### src/rtl/status_formatter.sv
`default_nettype none
// +------------------------------------------------------------------+
// | status_formatter: streams one ASCII status line per request      |
// | Rev 1.0                                                          |
// +------------------------------------------------------------------+
module status_formatter #(
  parameter int TERM_CRLF = 1
) (
  input  logic        clk,
  input  logic        rst,
  input  logic [63:0] cfg_status,
  input  logic        req,
  output logic        busy,
  output logic        done,
  output logic [7:0]  tx_data,
  output logic        tx_valid,
  input  logic        tx_ready
);

  typedef enum logic [1:0] {
    S_IDLE = 2'd0,
    S_EMIT = 2'd1,
    S_FIN  = 2'd2
  } state_t;

  localparam logic [5:0] c_tail = (TERM_CRLF != 0) ? 6'd19 : 6'd18;

  state_t      r_state, w_state_nxt;
  logic [5:0]  r_ptr, w_ptr_nxt;
  logic [63:0] r_snap, w_snap_nxt;

  logic [5:0]  w_len_l, w_len_m, w_len_r;
  logic [5:0]  w_sp1, w_m0, w_sp2, w_r0, w_sp3, w_base, w_last;
  logic [5:0]  w_off_m, w_off_r, w_rel;
  logic [4:0]  w_cnt, w_ones;
  logic [1:0]  w_tens;
  logic [7:0]  w_byte;
  logic        w_unused_bits;

  function automatic logic [7:0] rot_char(input logic [2:0] code, input logic [1:0] idx);
    case (code)
      3'd0, 3'd1, 3'd2: rot_char = "I";
      3'd3:             rot_char = (idx == 2'd0) ? "I" : "V";
      3'd4:             rot_char = "V";
      default:          rot_char = "?";
    endcase
  endfunction

  function automatic logic [5:0] rot_len(input logic [2:0] code);
    case (code)
      3'd1, 3'd3: rot_len = 6'd2;
      3'd2:       rot_len = 6'd3;
      default:    rot_len = 6'd1;
    endcase
  endfunction

  function automatic logic [7:0] letter(input logic [4:0] v);
    letter = (v < 5'd26) ? (8'h41 + {3'b000, v}) : 8'h3F;
  endfunction

  // Rotor names are variable length, so field boundaries move with the snapshot.
  assign w_len_l = rot_len(r_snap[63:61]);
  assign w_len_m = rot_len(r_snap[60:58]);
  assign w_len_r = rot_len(r_snap[57:55]);
  assign w_sp1   = w_len_l;
  assign w_m0    = w_sp1 + 6'd1;
  assign w_sp2   = w_m0 + w_len_m;
  assign w_r0    = w_sp2 + 6'd1;
  assign w_sp3   = w_r0 + w_len_r;
  assign w_base  = w_sp3 + 6'd1;
  assign w_last  = w_base + c_tail;
  assign w_off_m = r_ptr - w_m0;
  assign w_off_r = r_ptr - w_r0;
  assign w_rel   = r_ptr - w_base;
  assign w_cnt   = r_snap[24:20];
  assign w_unused_bits = ^r_snap[4:0];

  always_comb begin
    w_tens = 2'd0;
    w_ones = w_cnt;
    if (w_cnt >= 5'd30) begin
      w_tens = 2'd3;
      w_ones = w_cnt - 5'd30;
    end else if (w_cnt >= 5'd20) begin
      w_tens = 2'd2;
      w_ones = w_cnt - 5'd20;
    end else if (w_cnt >= 5'd10) begin
      w_tens = 2'd1;
      w_ones = w_cnt - 5'd10;
    end
  end

  always_comb begin
    w_byte = 8'h20;
    if (r_ptr < w_sp1) begin
      w_byte = rot_char(r_snap[63:61], r_ptr[1:0]);
    end else if (r_ptr == w_sp1) begin
      w_byte = 8'h20;
    end else if (r_ptr < w_sp2) begin
      w_byte = rot_char(r_snap[60:58], w_off_m[1:0]);
    end else if (r_ptr == w_sp2) begin
      w_byte = 8'h20;
    end else if (r_ptr < w_sp3) begin
      w_byte = rot_char(r_snap[57:55], w_off_r[1:0]);
    end else if (r_ptr == w_sp3) begin
      w_byte = 8'h20;
    end else begin
      case (w_rel)
        6'd0:  w_byte = "R";
        6'd1:  w_byte = letter(r_snap[54:50]);
        6'd2:  w_byte = letter(r_snap[49:45]);
        6'd3:  w_byte = letter(r_snap[44:40]);
        6'd5:  w_byte = "G";
        6'd6:  w_byte = letter(r_snap[39:35]);
        6'd7:  w_byte = letter(r_snap[34:30]);
        6'd8:  w_byte = letter(r_snap[29:25]);
        6'd10: w_byte = "P";
        6'd11: w_byte = 8'h30 + {6'd0, w_tens};
        6'd12: w_byte = 8'h30 + {3'd0, w_ones};
        6'd14: w_byte = "W";
        6'd15: w_byte = letter(r_snap[19:15]);
        6'd16: w_byte = letter(r_snap[14:10]);
        6'd17: w_byte = letter(r_snap[9:5]);
        6'd18: w_byte = (TERM_CRLF != 0) ? 8'h0D : 8'h0A;
        6'd19: w_byte = 8'h0A;
        default: w_byte = 8'h20;
      endcase
    end
  end

  always_ff @(posedge clk) begin
    if (rst) begin
      r_state <= S_IDLE;
      r_ptr   <= 6'd0;
      r_snap  <= 64'd0;
    end else begin
      r_state <= w_state_nxt;
      r_ptr   <= w_ptr_nxt;
      r_snap  <= w_snap_nxt;
    end
  end

  always_comb begin
    w_state_nxt = r_state;
    w_ptr_nxt   = r_ptr;
    w_snap_nxt  = r_snap;
    busy        = 1'b0;
    done        = 1'b0;
    tx_valid    = 1'b0;
    tx_data     = 8'h00;
    case (r_state)
      S_IDLE: begin
        if (req) begin
          w_snap_nxt  = cfg_status;
          w_ptr_nxt   = 6'd0;
          w_state_nxt = S_EMIT;
        end
      end
      S_EMIT: begin
        busy     = 1'b1;
        tx_valid = 1'b1;
        tx_data  = w_byte;
        if (tx_ready) begin
          if (r_ptr == w_last) begin
            w_ptr_nxt   = 6'd0;
            w_state_nxt = S_FIN;
          end else begin
            w_ptr_nxt = r_ptr + 6'd1;
          end
        end
      end
      S_FIN: begin
        done        = 1'b1;
        w_state_nxt = S_IDLE;
      end
      default: w_state_nxt = S_IDLE;
    endcase
  end

endmodule
`default_nettype wire

### config.mk
export PLATFORM = sky130hd
export DESIGN_NAME = status_formatter
export DESIGN_NICKNAME = d
export VERILOG_FILES = /design/src/rtl/status_formatter.sv
export SDC_FILE = /design/constraint.sdc
export NUM_CORES = 1
export LEC_CHECK = 0
export CORE_UTILIZATION = 40
export DETAILED_ROUTE_END_ITERATION = 10
export PLACE_DENSITY = 0.63
export REMOVE_ABC_BUFFERS = 1
export SYNTH_ARGS = -nofsm -noshare
export SYNTH_HDL_FRONTEND = slang
export SYNTH_SLANG_ARGS = --single-unit
### constraint.sdc
create_clock -name clk -period 9.7 [get_ports clk]
set_clock_uncertainty 0.15 [all_clocks]
set_input_delay 1.94 -clock clk [delete_from_list [all_inputs] [get_ports clk]]
set_output_delay 1.94 -clock clk [all_outputs]
set_load 0.1 [all_outputs]
Yosys cells after proc, flatten, opt, wreduce, memory -nomap -nowiden --
Cells that the tools add are included.
Word-level totals: bits in registers 72, input bits 68, output and inout port bits 11, logic and storage cells 139
Operators by class: add/subtract/negate cells 24, order comparisons 15, equal/unequal tests 37, mux-type cells 42, reduce and logical (&&, ||, !) cells 18
Operators with widths (number):
- $pmux W8 S17 | 1
- $mux W8 | 16
- $add A7 B5 Y8 const A | 9
- $pmux W7 S3 | 3
- $lt A5 B5 Y1 const B | 9
- $eq A6 B4 Y1 const B | 6
- $mux W5 | 6
- $eq A6 B5 Y1 const B | 4
- $eq A3 B2 Y1 const B | 6
- $eq A6 B3 Y1 const B | 3
- $mux W6 | 3
- $pmux W2 S2 | 4
- $add A6 B1 Y6 const B | 2
- $eq A6 B2 Y1 const B | 2
- $eq A6 B6 Y1 | 2
- $pmux W6 S2 | 1
- $ge A5 B5 Y1 const B | 2
- $mux W2 | 5
- $sub A5 B5 Y5 const B | 2
- $eq A3 B1 Y1 const B | 3
- $eq A3 B3 Y1 const B | 3
- $logic_not A3 Y1 | 3
- $reduce_or A3 Y1 | 3
- $logic_not A2 Y1 | 4
- other kinds (26) | 34

Longest topological paths before layout --
Gate-level depths: netlist (run 1).
depth in word-level cells 18, mapped depth 23, gate-level depth less buffers 22

Worst setup path before layout (run 1) --
OpenSTA, ideal clock, no wires.
path type register to output, from register r_snap[62], to output port tx_data[0], arrival time 7.076 ns, data required time 7.610 ns, setup slack 0.534 ns, cell stages (with the launch flop) 23, path buffers 0, cell sequence dfxtp_1 nor3b_4 inv_2 ha_1 xnor2_1 inv_1 ha_1 ha_1 a21o_1 o211ai_1 a21oi_1 nor4b_4 inv_1 ha_1 and2_1 nor4_1 a41oi_1 and3_1 maj3_1 a21o_1 nand2_1 nand3_1 a311oi_1
On the way: cells in the longest elaborated chain, start to end 18, elaborated cells on any way between the ends 54, those cells by class add/sub (8); order compare (3); eq/ne (23); mux (14); reduce/logical (6)
Ends and longest elaborated chain:
- from (decl) | line 30 | logic [63:0] r_snap, w_snap_nxt;
- from (signal assigned) | line 139 | r_snap <= w_snap_nxt;
- $eq A3 B2 Y1 / $eq A3 B1 Y1 (equally long branches) | line 41, 50
- $reduce_or A2 Y1 | line 50 | case (code)
- $pmux W2 S2 | line 50
- $add A2 B1 Y3 | line 66 | assign w_m0 = w_sp1 + 6'd1;
- $add A3 B2 Y4 | line 67 | assign w_sp2 = w_m0 + w_len_m;
- $add A4 B1 Y5 | line 68 | assign w_r0 = w_sp2 + 6'd1;
- $add A5 B2 Y6 | line 69 | assign w_sp3 = w_r0 + w_len_r;
- $add A6 B1 Y6 | line 70 | assign w_base = w_sp3 + 6'd1;
- [... 2 more ...]
- $pmux W8 S17 | line 108 | case (w_rel)
- $mux W8 | line 105 | end else if (r_ptr == w_sp3) begin
- $mux W8 | line 103 | end else if (r_ptr < w_sp3) begin
- $mux W8 | line 101 | end else if (r_ptr == w_sp2) begin
- $mux W8 | line 99 | end else if (r_ptr < w_sp2) begin
- $mux W8 | line 97 | end else if (r_ptr == w_sp1) begin
- $mux W8 * | line 95 | if (r_ptr < w_sp1) begin
- $mux W8 * | line 151 | case (r_state)
- to (decl) | line 15 | output logic [7:0] tx_data,
Every way passes the cells marked *; elsewhere a longest branch is shown, timed or not.

Worst setup path in the final report (run 1) --
from register r_snap[62], to output port tx_data[3]
Same word-level chain as after synthesis.

==> run_results.csv, run 1 <==
group,metric,value,unit
global_routing,grt_pass1_wl,25600,um
placed_design,dp.cells,982,
logic_synthesis,synth_top_family_by_area,"compound AO/OA/AOI/OAI gates",
floorplanning,die_w,119,um
placed_design,dp_hpwl,11800,um
logic_synthesis,yosysWarnings,0,
clock_network,postCtsSetupRepairBufs,0,
drt,drt-total-wl,15400,um
timing,setup_viol,0,
logic_synthesis,synthXorXnorAreaFrac,4.93,%
power,p_per_area,224,nW/um^2
finish,syn_to_final_growth,19.7,%
finish,multi_input_comb_area,3920,um^2
timing,tightest_slew,1.09,ns
placed_design,portBuffers,72,
timing,drv_slew,0,
finish,final_cells,996,
timing,post-route-period-util,92.3,%
finish,seq_area,1340,um^2
global_routing,grt_max_degree,66,
logic_synthesis,synthArstFlopShare,0,%
clock_network,cts_resized,0,
floorplanning,die-area,14200,um^2
global_routing,track_usage,22.2,%
power,power.static_leakage,2.58,nW
min_path,min_path_cells,2,
setup_path,reg2reg_depth,22,
timing,slew_headroom,26.9,%
setup_path,setup.worst_path.end_class,"output pin",
power,p_switching,711,uW
clock_network,clock_latency,0.34,ns
logic_synthesis,synth_edf_count,0,
placed_design,pre_cts_ws,1.18,ns
global_routing,overflow,0,
clock_network,cts.sinks,67,
drt,vias_per_cell,5.72,
finish,final_common_cell,"nand2_1",
drt,final_antenna_net_count,0,
logic_synthesis,synth_ff_type,"dfxtp_1",
drt,drt_first_pass_iters,5,
floorplanning,num_rows,42,
drt,via_count,5694,
finish,layout_common_cells,"152 x nand2_1, 97 x a21oi_1, 67 x dfxtp_1",
floorplanning,core_area,13300,um^2
timing,tns,0,ns
logic_synthesis,syn_inst,764,
floorplanning,initial_utilization,41.2,%
timing,rsz0062_at_grt,"no",
clock_network,cts_hold_buf,0,
clock_network,cts.clk_slew.worst_paths,0.06,ns
clock_network,clk_path_buf_depth,2,
setup_path,ff2ff_setup_slack,4.01,ns
min_path,hold_class,"reg -> reg",
placed_design,gp_congestion,0.910,
logic_synthesis,synthSimpleGateAreaFrac,26.5,%
power,clkPwrFrac,20.1,%
logic_synthesis,syn_avg_cell_area,7.20,um^2
outcome,outcome,"completed",
finish,drive_gt1_share,5.12,%
logic_synthesis,synth.distinct_cells,74,
logic_synthesis,synth_seq_cells,67,
global_routing,grt_pass1_vias,5387,
timing,fin_crit,8.96,ns
clock_network,numCtsBuffers,9,
drt,wire_per_inst,15.4,um
setup_path,start_kind,"flop",
clock_network,htree_levels,3,
timing,hold_violations,0,
logic_synthesis,synth-compound-area-share,27.6,%
global_routing,antenna_found_initial,0,
power,p_seq_share,21.1,%
clock_network,cts_tree,"yes",
power,comb_power_share,58.8,%
drt,drt-initial-drc-count,394,
setup_path,cp.arrival,6.87,ns
power,vdd.ir_drop.worst,110,uV
logic_synthesis,seq_area_frac_synth,24.4,%
logic_synthesis,synth.area.mux_share,0.955,%
power,p_int,764,uW
timing,layout_setup_ws,0.743,ns
logic_synthesis,synthAdderAreaFrac,10.9,%
finish,diodes,0,
floorplanning,io_pins,79,
finish,fillers,1421,
logic_synthesis,synth.cell_area,5500,um^2
power,switching_share,48.2,%
job,maxCapViolCount,0,
setup_path,cp_max_fo,7,
drt,drc,0,
clock_network,cts-root-buf,"clkbuf_16",
floorplanning,dieHeight,119,um
setup_path,critPathKind,"reg -> out",
setup_path,cp_data_required_time,7.61,ns
finish,final_nets,931,
timing,max_freq,112,MHz
[synthesized netlist by cell type, types with 3 or more instances]
library cell    n  area, um^2
nor4_1          6        37.5
dfxtp_1        67        1340
nor2b_1         9        56.3
nand3b_1        4        30.0
clkbuf_1       32         120
or3_1           8        50.1
nor3_1         17        85.1
o21ai_0        27         135
xor2_1          9        78.8
a21o_1          6        45.0
inv_1          29         109
a21oi_1        97         485
o211a_1         6        60.1
and2_1          5        31.3
nand2_1       153         574
nand2b_1        7        43.8
nand4_1         8        50.1
a311oi_1        6        52.6
o22ai_1         5        31.3
xnor2_1        22         193
a31oi_1        18         113
o21a_1          4        30.0
nor2_1         40         150
a211oi_1        9        67.6
nand3_1        24         120
ha_1           44         551
a2111oi_0       5        43.8
or4_1           5        37.5
and3_1          7        43.8
nor3b_1         5        37.5
mux2i_1         3        30.0
o211ai_1       19         143
[power groups by stage]
| stage | registers (mW) | logic (mW) | clock network (mW) |
|---|---|---|---|
| finish | 0.311 | 0.867 | 0.297 |
| global route | 0.315 | 0.948 | 0.317 |
| CTS | 0.311 | 0.853 | 0.304 |
| detailed placement | 0.317 | 0.849 | 0 |
| global placement | 0.316 | 0.847 | 0 |
| floorplan | 0.312 | 0.598 | 0 |
[stage by stage]
| stage | hold WS (ns) | instance area (um^2) | power [mW] | util, % |
|---|---|---|---|---|
| final | 0.326 | 6590 | 1.48 | 49.4 |
| after global routing | 0.359 | 6590 | 1.58 | 49.4 |
| after CTS | 0.328 | 6590 | 1.47 | 49.4 |
| after detailed placement | 0.320 | 6320 | 1.17 | 47.4 |
| after global placement | 0.316 | 6320 | 1.16 | 47.4 |
| after floorplan | 0.293 | 5370 | 0.910 | - |
[worst max-delay path, stage by stage, from the launching register on]
cell and delay, ns:
dfxtp_1 0.39, nor3b_4 0.35, inv_2 0.14, ha_1 0.34
xnor2_1 0.30, inv_1 0.15, ha_1 0.38, fa_1 0.49
xor2_1 0.20, xnor2_1 0.32, inv_1 0.21, nor2_1 0.17
xor2_1 0.19, ha_1 0.30, nor3_1 0.58, o21ai_1 0.34
a2111oi_0 0.61, a311oi_1 0.16, a31oi_1 0.24, o21ai_1 0.09
a21oi_1 0.23, buf_4 0.33
[layout make-up]
type	count	area share [%]
well taps	176	3.34
inverters	31	1.77
clock inverters	2	0.190
flip-flops and latches	67	20.4
clock buffers	12	3.89
multi-input cells	632	59.4
repair buffers	76	11.0
[cell families (layout without fill, tap and decap cells)]
group / count (synthesis) / count (layout)
other: 2 / 2
buffers and inverters: 65 / 121
adders and majority gates: 47 / 47
AOI/OAI and AO/OA: 238 / 238
and+or+nand+nor: 309 / 309
DFF: 67 / 67
xor gates and xnor gates: 31 / 31
muxes: 5 / 5
[sequential cells by signal (all words and copies together) (netlist names)]
signal / flops
r_state: 2
r_snap: 59
r_ptr: 6
[final timing paths]
check / from / to
worst max-delay path: r_snap[62] / tx_data[3]
worst min-delay path: r_snap[14] / r_snap[14]
worst max register to register: r_snap[62] / r_ptr[1]
worst min register to register: r_snap[14] / r_snap[14]
[routing by layer]
layer	track usage, %	up-vias	share of wire (%)
met4	8.98	0	2.5
met2	38.2	127	49
met1	27.3	2662	45
li1	-	2877	-
met5	0	-	0
met3	3.74	28	3.4
Note: power is estimated with default switching activity, not from simulation.
==> run 2: changes to the inputs <==
- CORE_UTILIZATION: 40 -> 60
- CTS_BUF_LIST: default -> sky130_fd_sc_hd__clkbuf_16
- PLACE_DENSITY: 0.63 -> 0.88
==> run 2 against run 1 <==
Against the previous run:
- design area shrank 0.76%
- first-iteration DRC count shrank 23%
- combinational power shrank 1%
- final cell count shrank 6.8%
- die area shrank 33%
- clock-buffer cell count shrank 3
- worst hold slack gained 0.011 ns
- largest cell class unchanged
==> run_results.csv, run 2 (synthesis gave the netlist of run 1 again) <==
group,metric,value,unit
drt,wire_per_inst,16.1,um
finish,final_common_cell,"nand2_1",
drt,drt_first_pass_iters,5,
placed_design,pre_cts_ws,1.29,ns
clock_network,cts_hold_buf,0,
setup_path,critPathKind,"reg -> out",
floorplanning,core_area,8810,um^2
drt,wl_met3,653,um
job,maxCapViolCount,0,
global_routing,grt_pass1_vias,5489,
timing,tns,0,ns
drt,vias_per_cell,6.24,
global_routing,grt_pass1_wl,25700,um
drt,drc,0,
floorplanning,io_pins,79,
finish,multi_input_comb_area,3920,um^2
power,p_seq_share,20.5,%
power,clkPwrFrac,23.4,%
drt,drt-met1-wl,6440,um
timing,setup_viol,0,
drt,drt-total-wl,15000,um
clock_network,cts_resized,0,
finish,seq_area,1340,um^2
floorplanning,die_w,97.8,um
finish,final_nets,929,
drt,wl_met2,7320,um
timing,layout_setup_ws,0.747,ns
floorplanning,dieHeight,97.8,um
min_path,holdCritStartpoint,"r_snap[60]",
drt,via_count,5792,
clock_network,clk_path_buf_depth,2,
clock_network,clock_latency,0.33,ns
global_routing,antenna_found_initial,0,
timing,fin_crit,8.95,ns
setup_path,crit_start,"r_snap[62]",
clock_network,htree_levels,3,
drt,drt-initial-drc-count,305,
power,p_per_area,233,nW/um^2
finish,diodes,0,
finish,final_cells,928,
timing,drv_slew,0,
setup_path,setup.worst_path.end_class,"output pin",
timing,tightest_slew,1.08,ns
finish,fillers,698,
placed_design,dp_hpwl,11300,um
finish,regMostFlops,"r_snap",
setup_path,reg2reg_from,"r_snap[62]",
power,power.static_leakage,2.59,nW
global_routing,track_usage,32.4,%
timing,max_freq,112,MHz
setup_path,cp_data_required_time,7.61,ns
min_path,hold_class,"reg -> reg",
floorplanning,initial_utilization,62.5,%
clock_network,cts.sinks,67,
finish,syn_to_final_growth,18.8,%
power,vdd.ir_drop.worst,155,uV
drt,final_antenna_net_count,0,
timing,post-route-period-util,92.3,%
outcome,outcome,"completed",
power,p_int,802,uW
placed_design,gp_congestion,0.945,
power,comb_power_share,56.1,%
global_routing,overflow,0,
placed_design,dp.cells,912,
placed_design,portBuffers,72,
clock_network,postCtsSetupRepairBufs,0,
clock_network,numCtsBuffers,9,
clock_network,cts.clk_slew.worst_paths,0.06,ns
finish,largest_register_ffs,59,
timing,rsz0062_at_grt,"no",
power,p_switching,718,uW
finish,layout_common_cells,"152 x nand2_1, 97 x a21oi_1, 67 x dfxtp_1",
power,switching_share,47.2,%
finish,top_regs,"r_snap (59), r_ptr (6), r_state (2)",
finish,drive_gt1_share,5.12,%
setup_path,cp.arrival,6.86,ns
floorplanning,num_rows,34,
global_routing,grt_max_degree,66,
drt,topRoutingLayerUsed,"met4",
clock_network,cts-root-buf,"clkbuf_16",
floorplanning,die-area,9560,um^2
setup_path,start_kind,"flop",
clock_network,cts_tree,"yes",
timing,whs,0.337,ns
timing,slew_headroom,27.7,%
setup_path,cp_max_fo,7,
timing,hold_violations,0,
==> run 2: cell count changes in the layout (fill, tap and decap cells not counted) <==
| cell | previous run | this run |
|---|---|---|
| inv_1 | 29 | 30 |
| clkbuf_1 | 1 | 0 |
| bufinv_16 | 0 | 2 |
| buf_4 | 11 | 9 |
| clkbuf_8 | 2 | 0 |
| clkinv_4 | 0 | 2 |
==> run 2: cell type report <==
class / instances / share of cell area, %
Clock buffer: 9 / 3.44
Tap cell: 108 / 2.07
Timing Repair Buffer: 74 / 10.9
Clock inverter: 7 / 1.43
Multi-Input combinational cell: 632 / 59.9
Inverter: 31 / 1.78
Sequential cell: 67 / 20.5
==> run 2: through the flow <==
step | utilization, % | power, mW | area [um^2]
floorplan | - | 0.910 | 5370
global placement | 70.6 | 1.14 | 6220
detailed placement | 70.6 | 1.14 | 6220
CTS | 74.3 | 1.50 | 6540
global route | 74.3 | 1.62 | 6540
finish | 74.3 | 1.52 | 6540
==> run 2: path summary, 6_finish.rpt <==
check / to / slack [ns] / cells after the start
setup / recovery: tx_data[4] / 0.75 / 21
hold / removal: r_snap[60] / 0.34 / 2
setup reg to reg: r_ptr[1] / 3.94 / 22
hold reg to reg: r_snap[60] / 0.34 / 2
==> run 2: worst max-delay path, cell delays in order, from the launching register on <==
cell and delay (ns):
dfxtp_1 0.42, nor3b_4 0.34, inv_2 0.13, ha_1 0.34, xnor2_1 0.38, inv_1 0.16
ha_1 0.38, ha_1 0.31, a21o_1 0.23, o211ai_1 0.11, a21oi_1 0.13, nor4b_4 0.55
xor2_1 0.23, ha_1 0.30, nor3_1 0.60, o21ai_1 0.34, or3_1 0.44, o211ai_1 0.09
a2111oi_0 0.13, or3_1 0.39, a31oi_1 0.20, buf_4 0.32
==> run 2: routing by layer <==
metal	GRT usage (%)	vias to the layer above
met3	4.22	50
met4	14.7	0
li1	-	2877
met5	0	-
met2	56.8	171
met1	39.5	2694
==> run 2: power by group through the flow <==
| stage | clock [mW] | sequential [mW] | combinational [mW] |
|---|---|---|---|
| 2_1_floorplan | 0 | 0.312 | 0.598 |
| 3_3_place_gp | 0 | 0.316 | 0.822 |
| 3_5_place_dp | 0 | 0.317 | 0.825 |
| 4_1_cts | 0.356 | 0.311 | 0.833 |
| 5_1_grt | 0.370 | 0.314 | 0.939 |
| 6_report | 0.356 | 0.311 | 0.854 |
==> run 3: changes to the inputs <==
- GPL_TIMING_DRIVEN: default -> 0
- SLEW_MARGIN: default -> 30
==> run 3 against run 2 <==
Against the previous run:
- routed wire length rose by 2.1%
- final cell count fell by 0.11%
- non-clock buffer count did not move
- sequential power barely moved
- fmax fell by 3.3%
- worst setup slack got worse by 0.31 ns
- critical path depth did not move
- sequential cell count did not move
- highest routed layer unchanged
==> run_results.csv, run 3 (synthesis gave the netlist of run 1 again) <==
group,metric,value,unit
outcome,outcome,"completed",
setup_path,worstPathCellList,"nor3b_4 -> inv_2 -> ha_1 -> xnor2_1 -> inv_1 -> ha_1 -> fa_1 -> xor2_1 -> xnor2_1 -> inv_1 -> nor2_1 -> xor2_1 -> ha_1 -> nor3_1 -> nor2_1 -> nor2_1 -> o21ai_0 -> a21oi_1 -> nor2_1 -> a311oi_1 -> clkbuf_2",
setup_path,cp.arrival,7.17,ns
clock_network,numCtsBuffers,9,
drt,wire_per_inst,16.5,um
setup_path,setup.worst_path.end_class,"output pin",
floorplanning,dieHeight,97.8,um
drt,drt-total-wl,15300,um
floorplanning,initial_utilization,62.5,%
power,power.static_leakage,2.61,nW
global_routing,overflow,0,
setup_path,ff2ff_setup_slack,4.02,ns
timing,fin_crit,9.26,ns
clock_network,cts.sinks,67,
finish,final_nets,929,
drt,topRoutingLayerUsed,"met4",
timing,rsz0062_at_grt,"no",
finish,drive_gt1_share,5.13,%
power,switching_share,48.5,%
floorplanning,num_rows,34,
min_path,holdCritStartpoint,"r_snap[14]",
setup_path,reg2reg_depth,22,
placed_design,dp_hpwl,11700,um
setup_path,r2r-end,"r_state[0]",
clock_network,cts_tree,"yes",
floorplanning,core_area,8810,um^2
min_path,whs_endpoint,"r_snap[14]",
finish,layout_common_cells,"152 x nand2_1, 97 x a21oi_1, 67 x dfxtp_1",
global_routing,antenna_found_initial,0,
clock_network,cts_hold_buf,0,
drt,drt_first_pass_iters,5,
placed_design,gp_congestion,0.925,
finish,syn_to_final_growth,18.8,%
global_routing,grt_pass1_vias,5526,
placed_design,portBuffers,72,
global_routing,grt_max_degree,62,
timing,post-route-period-util,95.5,%
finish,final_common_cell,"nand2_1",
clock_network,clock_latency,0.33,ns
power,p_switching,727,uW
drt,final_antenna_net_count,0,
timing,slew_headroom,35.2,%
global_routing,grt_pass1_wl,25500,um
job,maxCapViolCount,0,
finish,fin_util,74.3,%
clock_network,cts-root-buf,"clkbuf_16",
setup_path,cp_data_required_time,7.61,ns
finish,regMostFlops,"r_snap",
drt,wl_met2,7550,um
timing,setup_viol,0,
power,clkPwrFrac,21.8,%
power,comb_power_share,57.4,%
drt,vias_per_cell,6.28,
min_path,hold_class,"reg -> reg",
finish,diodes,0,
setup_path,critPathBufInv,4,
finish,top_regs,"r_snap (59), r_ptr (6), r_state (2)",
floorplanning,die-area,9560,um^2
clock_network,htree_levels,3,
timing,tns,0,ns
setup_path,max_stage_delay,0.60,ns
drt,wl_met3,656,um
power,vdd.ir_drop.worst,160,uV
drt,via_count,5819,
power,p_int,772,uW
global_routing,track_usage,32.2,%
floorplanning,io_pins,79,
setup_path,start_kind,"flop",
setup_path,crit_top_cell,"nor2_1",
clock_network,clk_path_buf_depth,2,
clock_network,cts.clk_slew.worst_paths,0.06,ns
floorplanning,die_w,97.8,um
power,p_seq_share,20.8,%
setup_path,path_delay_family,"simple AND/OR/NAND/NOR gates",
setup_path,critPathKind,"reg -> out",
timing,hold_violations,0,
power,power.total,1.50,mW
timing,tightest_slew,0.969,ns
finish,largest_register_ffs,59,
setup_path,crit_slowest_cell,"nor3_1",
min_path,min_path_cells,2,
drt,drt-initial-drc-count,439,
setup_path,cp_max_fo,9,
drt,drc,0,
drt,drt-met1-wl,6610,um
timing,max_freq,108,MHz
setup_path,reg2reg_from,"r_snap[62]",
timing,drv_slew,0,
power,p_per_area,229,nW/um^2
==> run 3: final cells by class <==
cell class                      instances  area [um^2]
Fill cell                             710         2270
Sequential cell                        67         1340
Inverter                               31          116
Multi-Input combinational cell        632         3930
Clock buffer                            9          225
Tap cell                              108          135
Timing Repair Buffer                   74          728
Clock inverter                          6         66.3
==> run 3: power by group through the flow <==
stage                     Clock [mW]  Combinational (mW)  Sequential (mW)
after CTS                      0.331               0.834            0.311
after global placement             0               0.815            0.316
after global routing           0.341               0.932            0.314
after floorplan                    0               0.598            0.312
after detailed placement           0               0.828            0.317
final                          0.327               0.861            0.312
==> run 3: per-layer routing <==
| metal | track usage (%) | vias to the layer above |
|---|---|---|
| met1 | 39.5 | 2731 |
| met5 | 0 | - |
| met3 | 4.94 | 33 |
| met4 | 12.9 | 0 |
| li1 | - | 2876 |
| met2 | 56.6 | 179 |
==> run 3: timing repair <==
item / 4_1_cts / 5_1_grt
gates resized for setup: 1 / 13
setup buffers: 0 / 0
endpoints found under the setup margin: 1 / 7
==> run 3: through the flow <==
step / instance area (um^2) / cells / setup slack [ns] / hold slack, ns
after floorplan: 5370 / 730 / 0.455 / 0.293
after global placement: 6220 / 910 / 0.178 / 0.317
after detailed placement: 6280 / 912 / 0.395 / 0.319
after CTS: 6570 / 927 / 0.00782 / 0.328
after global routing: 6540 / 927 / 0.168 / 0.360
final: 6540 / 927 / 0.439 / 0.330
==> run 3: worst max path at each step <==
stage | cells after the start | slack [ns] | start | end
after floorplan | 15 | 0.46 | r_snap[62] | tx_data[0]
after global placement | 19 | 0.18 | r_snap[62] | tx_data[4]
after detailed placement | 21 | 0.39 | r_snap[62] | tx_data[4]
after CTS | 21 | 0.008 | r_snap[62] | tx_data[4]
after global routing | 21 | 0.17 | r_snap[62] | tx_data[5]
final | 21 | 0.44 | r_snap[62] | tx_data[0]
==> run 3: worst register-to-register path: stages (launching register included) <==
cell      delay [ns]
dfxtp_1         0.42
nor3b_4         0.34
inv_2           0.14
ha_1            0.34
xnor2_1         0.34
inv_1           0.16
ha_1            0.38
ha_1            0.31
a21o_1          0.23
o211ai_1        0.10
a21oi_1         0.12
nor4b_4         0.51
inv_1           0.09
ha_1            0.22
and2_1          0.20
nor4_1          0.20
a41oi_1         0.09
and3_1          0.24
or3_1           0.31
a22oi_1         0.14
o21bai_1        0.14
a21oi_2         0.14
o221a_2         0.27
